--- src/rtl/byte_lane_data_memory.sv ---
// byte_lane_data_memory
//   Clocked, byte-addressed, single-port data memory. Stores are written with
//   byte-lane enables. Loads are registered: dout/rvalid appear one cycle after
//   accept, with sign or zero extension of byte/halfword results. Misaligned
//   requests are dropped and flagged. After reset, a hardware sweep writes zero
//   to every word before requests are accepted.
//
// Ports
//   clk          rising-edge clock
//   rst_n        asynchronous active-low reset
//   req_valid    request present
//   req_ready    memory accepts a request this cycle (high in RUN)
//   wr_en        1 = store, 0 = load
//   addr         byte address
//   access_type  00 byte, 01 halfword, 1x full word
//   unsigned_ld  1 = zero-extend sub-word load, 0 = sign-extend
//   din          store data, right-justified for byte/halfword
//   dout         load result, held until the next load response
//   rvalid       one-cycle strobe: dout valid
//   misalign_err one-cycle strobe: previous accepted request was misaligned
//   init_done    zero-initialisation sweep complete
//
// state   | meaning
// ST_INIT | sweeping zero into word[sweep_cnt], requests ignored
// ST_RUN  | accepting one request per cycle
module byte_lane_data_memory #(
    parameter int DATA_WIDTH  = 32,
    parameter int MEMORY_SIZE = 512,
    parameter bit BIG_ENDIAN  = 1'b1,
    localparam int ADDR_WIDTH = $clog2(MEMORY_SIZE)
) (
    input  logic                  clk,
    input  logic                  rst_n,
    input  logic                  req_valid,
    output logic                  req_ready,
    input  logic                  wr_en,
    input  logic [ADDR_WIDTH-1:0] addr,
    input  logic [1:0]            access_type,
    input  logic                  unsigned_ld,
    input  logic [DATA_WIDTH-1:0] din,
    output logic [DATA_WIDTH-1:0] dout,
    output logic                  rvalid,
    output logic                  misalign_err,
    output logic                  init_done
);

    localparam int LANES     = DATA_WIDTH / 8;
    localparam int LANE_BITS = $clog2(LANES);
    localparam int WORDS     = MEMORY_SIZE / LANES;
    localparam int WORD_BITS = $clog2(WORDS);
    localparam int SH_W      = $clog2(DATA_WIDTH);

    typedef enum logic {ST_INIT, ST_RUN} state_t;

    state_t                state, state_nx;
    logic [WORD_BITS-1:0]  sweep_cnt, sweep_cnt_nx;
    logic [DATA_WIDTH-1:0] mem [WORDS];

    logic                  accept, misaligned, store_ok, load_acc;
    logic [WORD_BITS-1:0]  word_idx;
    logic [LANE_BITS-1:0]  lane;
    logic [SH_W-1:0]       lane_sh, pos_byte, pos_half;
    logic [DATA_WIDTH-1:0] wr_mask, wr_data, rd_word, load_val;
    logic [7:0]            rd_byte;
    logic [15:0]           rd_half;

    assign word_idx = addr[ADDR_WIDTH-1:LANE_BITS];
    assign lane     = addr[LANE_BITS-1:0];
    assign accept   = req_valid & req_ready;
    assign store_ok = accept & wr_en & ~misaligned;
    assign load_acc = accept & ~wr_en;
    assign rd_word  = mem[word_idx];

    always_comb begin
        state_nx     = state;
        sweep_cnt_nx = sweep_cnt;
        req_ready    = 1'b0;
        init_done    = 1'b0;
        case (state)
            ST_INIT: begin
                sweep_cnt_nx = sweep_cnt + 1'b1;
                if (sweep_cnt == WORD_BITS'(WORDS - 1)) state_nx = ST_RUN;
            end
            ST_RUN: begin
                req_ready = 1'b1;
                init_done = 1'b1;
            end
            default: state_nx = ST_INIT;
        endcase
    end

    // Bit offset of the addressed field inside the word. Big-endian puts the
    // lowest-addressed byte at the top, so offsets count down from the MSB.
    always_comb begin
        lane_sh  = SH_W'({lane, 3'b000});
        pos_byte = BIG_ENDIAN ? SH_W'(DATA_WIDTH - 8)  - lane_sh : lane_sh;
        pos_half = BIG_ENDIAN ? SH_W'(DATA_WIDTH - 16) - lane_sh : lane_sh;
    end

    always_comb begin
        misaligned = 1'b0;
        case (access_type)
            2'b00:   misaligned = 1'b0;
            2'b01:   misaligned = addr[0];
            default: misaligned = |lane;
        endcase
    end

    always_comb begin
        wr_mask = '1;
        wr_data = din;
        case (access_type)
            2'b00: begin
                wr_mask = DATA_WIDTH'(8'hFF) << pos_byte;
                wr_data = DATA_WIDTH'(din[7:0]) << pos_byte;
            end
            2'b01: begin
                wr_mask = DATA_WIDTH'(16'hFFFF) << pos_half;
                wr_data = DATA_WIDTH'(din[15:0]) << pos_half;
            end
            default: begin
                wr_mask = '1;
                wr_data = din;
            end
        endcase
    end

    always_comb begin
        rd_byte  = 8'(rd_word >> pos_byte);
        rd_half  = 16'(rd_word >> pos_half);
        load_val = rd_word;
        case (access_type)
            2'b00: load_val = unsigned_ld ? DATA_WIDTH'(rd_byte)
                                          : {{(DATA_WIDTH-8){rd_byte[7]}}, rd_byte};
            2'b01: load_val = unsigned_ld ? DATA_WIDTH'(rd_half)
                                          : {{(DATA_WIDTH-16){rd_half[15]}}, rd_half};
            default: load_val = rd_word;
        endcase
    end

    // The array has no reset; the sweep clears it synchronously instead.
    always_ff @(posedge clk) begin
        if (state == ST_INIT) begin
            mem[sweep_cnt] <= '0;
        end else if (store_ok) begin
            mem[word_idx] <= (rd_word & ~wr_mask) | (wr_data & wr_mask);
        end
    end

    always_ff @(posedge clk or negedge rst_n) begin
        if (!rst_n) begin
            state        <= ST_INIT;
            sweep_cnt    <= '0;
            rvalid       <= 1'b0;
            misalign_err <= 1'b0;
            dout         <= '0;
        end else begin
            state        <= state_nx;
            sweep_cnt    <= sweep_cnt_nx;
            rvalid       <= load_acc;
            misalign_err <= accept & misaligned;
            if (load_acc) dout <= misaligned ? '0 : load_val;
        end
    end

endmodule

--- config.mk ---
export PLATFORM = sky130hd
export DESIGN_NAME = byte_lane_data_memory
export DESIGN_NICKNAME = d
export VERILOG_FILES = /design/src/rtl/byte_lane_data_memory.sv
export SDC_FILE = /design/constraint.sdc
export NUM_CORES = 2
export LEC_CHECK = 0
export BUFFER_PORTS_ARGS = -buffer_cell sky130_fd_sc_hd__buf_2
export CELL_PAD_IN_SITES_DETAIL_PLACEMENT = 1
export CELL_PAD_IN_SITES_GLOBAL_PLACEMENT = 1
export CORE_UTILIZATION = 40
export CTS_CLUSTER_SIZE = 25
export DETAILED_ROUTE_END_ITERATION = 16
export PLACE_DENSITY = 0.71
export RECOVER_POWER = 100
export REMOVE_ABC_BUFFERS = 1
export SYNTH_ARGS = -nofsm -noshare
export SYNTH_HDL_FRONTEND = slang
export SYNTH_SLANG_ARGS = --single-unit
--- constraint.sdc ---
create_clock -name clk -period 15.6 [get_ports clk]
set_input_delay 2.34 -clock clk [delete_from_list [all_inputs] [get_ports clk]]
set_output_delay 2.34 -clock clk [all_outputs]
set_load 0.05 [all_outputs]
After elaboration in Yosys (flattened, before gate mapping)
Memory sizes are Yosys's and may differ from the RTL's.
Index checks and enable logic that the tools add are counted.
- add/subtract/negate cells: 3
- equal/unequal tests: 2
- shift-type cells: 6
- muxes and demuxes: 17
- bitwise gates (word level): 11
- reductions and logical operators: 3
- operator list (operator ; number):
    32-bit one-hot mux with 2 select lines ; 3
    32-bit two-way mux ; 4
    32-bit AND ; 2
    32-bit NOT ; 1
    32-bit OR ; 1
    32-bit OR reduction ; 1
    16-bit by 5-bit left shift with 32-bit output ; 1
    16-bit by 5-bit left shift with 32-bit output, first input constant ; 1
    8-bit by 5-bit left shift with 32-bit output ; 1
    8-bit by 5-bit left shift with 32-bit output, first input constant ; 1
    32-bit by 5-bit right shift with 16-bit output ; 1
    32-bit by 5-bit right shift with 8-bit output ; 1
    5-bit subtractor, first input constant ; 2
    1-bit two-way mux ; 8
    7-bit by 1-bit adder with 7-bit output, second input constant ; 1
    7-bit equality test, second input constant ; 1
    7-bit two-way mux ; 1
    1-bit AND ; 5
    2-bit by 1-bit equality test with 1-bit output, second input constant ; 1
    2-bit logical NOT ; 1
    1-bit NOT ; 2
    1-bit one-hot mux with 2 select lines ; 1
    2-bit OR reduction ; 1
- flip-flop bits (word level): 42
- RAM bits: 4096
- word-level logic and storage cells: 48
- memories kept: 1
- memories (name ; words ; width ; rd ports ; clocked after memory_dff ; wr ports ; line ; source):
    mem ; 128 ; 32 ; 1 ; 0 ; 1 ; 57 ; logic [DATA_WIDTH-1:0] mem [WORDS];

Depth between registers and ports, before layout
- depth after elaboration: 9
- mapped depth: 19
- depth with buffers taken out: 10

Worst setup path after synthesis
No wires, ideal clock.
- path type: in2reg
- start: input addr[2]
- end: memory mem[0][14] (data pin)
- setup time: 1.228 ns
- arrival time: 9.965 ns
- setup slack: 4.406 ns
- cell stages on the path: 16
- path buffers: 8
- path through: buf_6 > buf_12 > buf_8 > buf_12 > buf_12 > buf_12 > buf_12 > buf_6 > mux2i_1 > o221ai_1 > a21oi_1 > o21ai_0 > o311ai_0 > nor4b_1 > nor2_1 > a211oi_1
- cells in the longest elaborated chain, start to end: 4
- RTL lines (what ; line ; source):
    from (decl) ; 37 ; input logic [ADDR_WIDTH-1:0] addr,
    memory 128 x 32 bit ; n/a ;
    32-bit AND ; 146 ; mem[word_idx] <= (rd_word & ~wr_mask) | (wr_data & wr_mask);
    32-bit OR ; 146 ;
    32-bit two-way mux (no source line) ; n/a ;
    to (decl) ; 57 ;
No other way between the ends.

Worst setup path after layout
- start: input addr[4]
- end: memory mem[87][1] (data pin)
Same word-level chain as after synthesis.

==> results.ini <==
[global_routing]
antenna_found_initial=66
grt_pass1_wl_um=752000
grt_max_degree=129
grt_pass1_vias=89400
grt.total_usage_pct=26.9
grt.overflow.total=0

[routing]
post-route-drc-count=0
first_iter_violations=13800
dr.pass1.iters=8
routed_wl_um=556000
ant_nets=0
wl_per_cell_um=40.1
viasPerCell=6.39
vias=88600

[cells_and_area]
regArea_um2=124000
fin_nets=8124
drive_gt1_share_pct=22.6
multiInputGateArea_um2=35800
post-route-cell-area_um2=183000
n_fill_cell=36900
syn_to_final_growth_pct=13.0
post-route-util_pct=45.4
mostFrequentLayoutCells=edfxtp_1 (4,096), mux4_2 (845), mux2i_1 (503)
layout_commonest_cell=edfxtp_1

[clock_network]
clkLatencyLatePin_ns=1.01
tritoncts=yes
cts_resized=0
clock_sinks=4138
htree_levels=5
clkSlewWorstSetupHoldPaths_ns=0.06
cts_buffer_depth=4
hold_buffers=0
post_cts_buffers=0
clockRootBuffer=clkbuf_16
numCtsBuffers=416

[timing]
slew_headroom_pct=-172
finClkSkew_ns=0.0686
setup_viol_count_final=0
rsz0062_at_grt=false
finalWorstSetupSlack_ns=3.34
hold_viol=0
layout_min_cycle_time_ns=12.26
totalNegativeSetupSlack_ns=0
drv_slew=5667
worst_slew_pin_slew_ns=4.09
fmax_ghz=0.0816
min_period_over_period_pct=78.6

[worst_setup_path]
timing.rr.end=mem[95][25]
start_kind=input pin
slowest_stage=clkbuf_1
r2r-start=state
cp-end-kind=register
cp.arrival_ns=12.52
cp.depth=13
cpPeakStageDelay_ns=2.38
crit_type=input pin to register
regToRegSetupSlack_ns=6.18
r2r_cells=7
crit_chain=buf_8, buf_4, buf_4, nand2b_1, clkbuf_1, o221ai_1, a21oi_1, o21ai_0, o21ai_0, nor4_1, a22oi_1, nor2_4, clkbuf_1
cp.required_ns=15.87
path_delay_family=buffers and inverters
critPathMaxFanout=64
crit_buf_inv=5

[placed_design]
post-place-ws_ns=6.20
place_congestion=1.00
place.detailed.hpwl_um=313000
io_buffers=83
placedInstanceArea_um2=170000

[die]
num_rows=233
core_um2=403000
initial_core_util_pct=40.2
die_width_um=638
dieHeight_um=638
io_pins=84
dieArea_um2=407000

[min_path]
hold_depth=1
holdPathEnd=dout[19]
hold_path.class=register to register
hp-start=dout[19]

[synth]
synth_edf_count=4096
ys.flop_type=edfxtp_1
ys_ff_latch=4138
synth-seq-area-share_pct=76.7
syn-instance-count=7680
avgSynthCellArea_um2=21.1
yosysWarnings=0
async_flop_share_pct=1.01
synth_cell_types=80
synth_area_um2=162000

[flow_run]
maxCapViolations=172

[power]
vdd_drop_max_mv=0.106
p_leak_nw=47.0
power.density_nw_per_um2=125

[run_status]
status=complete, but fails checks
violations=max-capacitance violations, max-slew violations

## layout make-up
class / instances / share of cell area (%)
tap: 5405 / 3.70
sequential: 4138 / 67.9
antenna: 41 / 0.0561
timing repair buffer: 441 / 1.51
clock inverter: 246 / 1.29
inverter: 12 / 0.0322
multi-input combinational: 3061 / 19.6
clock buffer: 510 / 5.98
## logic make-up (layout without fill, tap and decap cells)
family          after synthesis  count (layout)  synth area share [%]
buf+inv                     481            1209                  1.89
compound gates              930             930                  4.04
mux                        1386            1386                  15.2
flops                      4138            4138                  76.7
simple gates                732             732                  2.12
xor+xnor                      7               7                0.0379
other cells                   0              41                     0
fa+ha+maj                     6               6                0.0464
## how the worst max path moves through the flow
| stage | endpoint | slack (ns) | startpoint |
|---|---|---|---|
| 2_1_floorplan | mem[0][18] | 1.36 | addr[6] |
| 3_3_place_gp | mem[10][9] | 6.33 | addr[2] |
| 3_5_place_dp | mem[3][14] | 6.20 | addr[2] |
| 4_1_cts | mem[70][9] | 7.24 | addr[2] |
| 5_1_grt | mem[91][12] | 3.60 | addr[2] |
| 6_report | mem[87][1] | 3.34 | addr[4] |
## per-stage QoR
| step | hold slack, ns | total power [mW] | std cells |
|---|---|---|---|
| finish | 0.544 | 22.8 | 13900 |
| global route | 0.587 | 23.2 | 13800 |
| CTS | 0.527 | 22.8 | 13800 |
| detailed placement | 0.508 | 13.1 | 13100 |
| global placement | 0.518 | 13.0 | 13100 |
| floorplan | 0.511 | 12.6 | 7211 |
## registers in the layout, summed over array words and instances (netlist names)
signal / cells
misalign_err: 1
rvalid: 1
sweep_cnt: 7
mem: 4096
dout: 32
state: 1
## power by group
group / internal [mW] / switching, mW
logic: 0.229 / 0.579
registers: 12.0 / 0
clock network: 5.61 / 4.31
total: 17.9 / 4.89
## Yosys cell counts, types with 16 or more instances
library cell,number,area share [%]
a211oi_1,30,0.14
a21oi_1,176,0.54
a221o_1,16,0.099
a221oi_1,16,0.087
a222oi_1,16,0.099
a22o_1,24,0.13
a22oi_1,83,0.39
a31oi_1,38,0.15
and2_1,24,0.093
buf_1,39,0.091
buf_2,85,0.26
buf_4,57,0.26
buf_6,63,0.44
buf_8,21,0.19
clkbuf_1,190,0.44
dfrtp_1,42,0.65
edfxtp_1,4096,76
mux2_2,37,0.26
mux2i_1,503,3.1
mux4_2,845,12
nand2_1,153,0.36
nand2b_1,28,0.11
nand3_1,62,0.19
nand4_1,26,0.10
nor2_1,269,0.62
nor3_1,83,0.26
o211ai_1,23,0.11
o21ai_0,110,0.34
o221ai_1,177,0.96
o22ai_1,128,0.50
or2_2,16,0.062
## routing by layer
metal	share of wire, %	global-route usage (%)	vias to the layer above
met5	0.028	0	-
met4	7.6	17.0	24
met3	12	6.50	1395
met2	46	42.2	6320
met1	35	33.6	47500
li1	-	-	33300
Note: power is estimated with default switching activity, not from simulation.
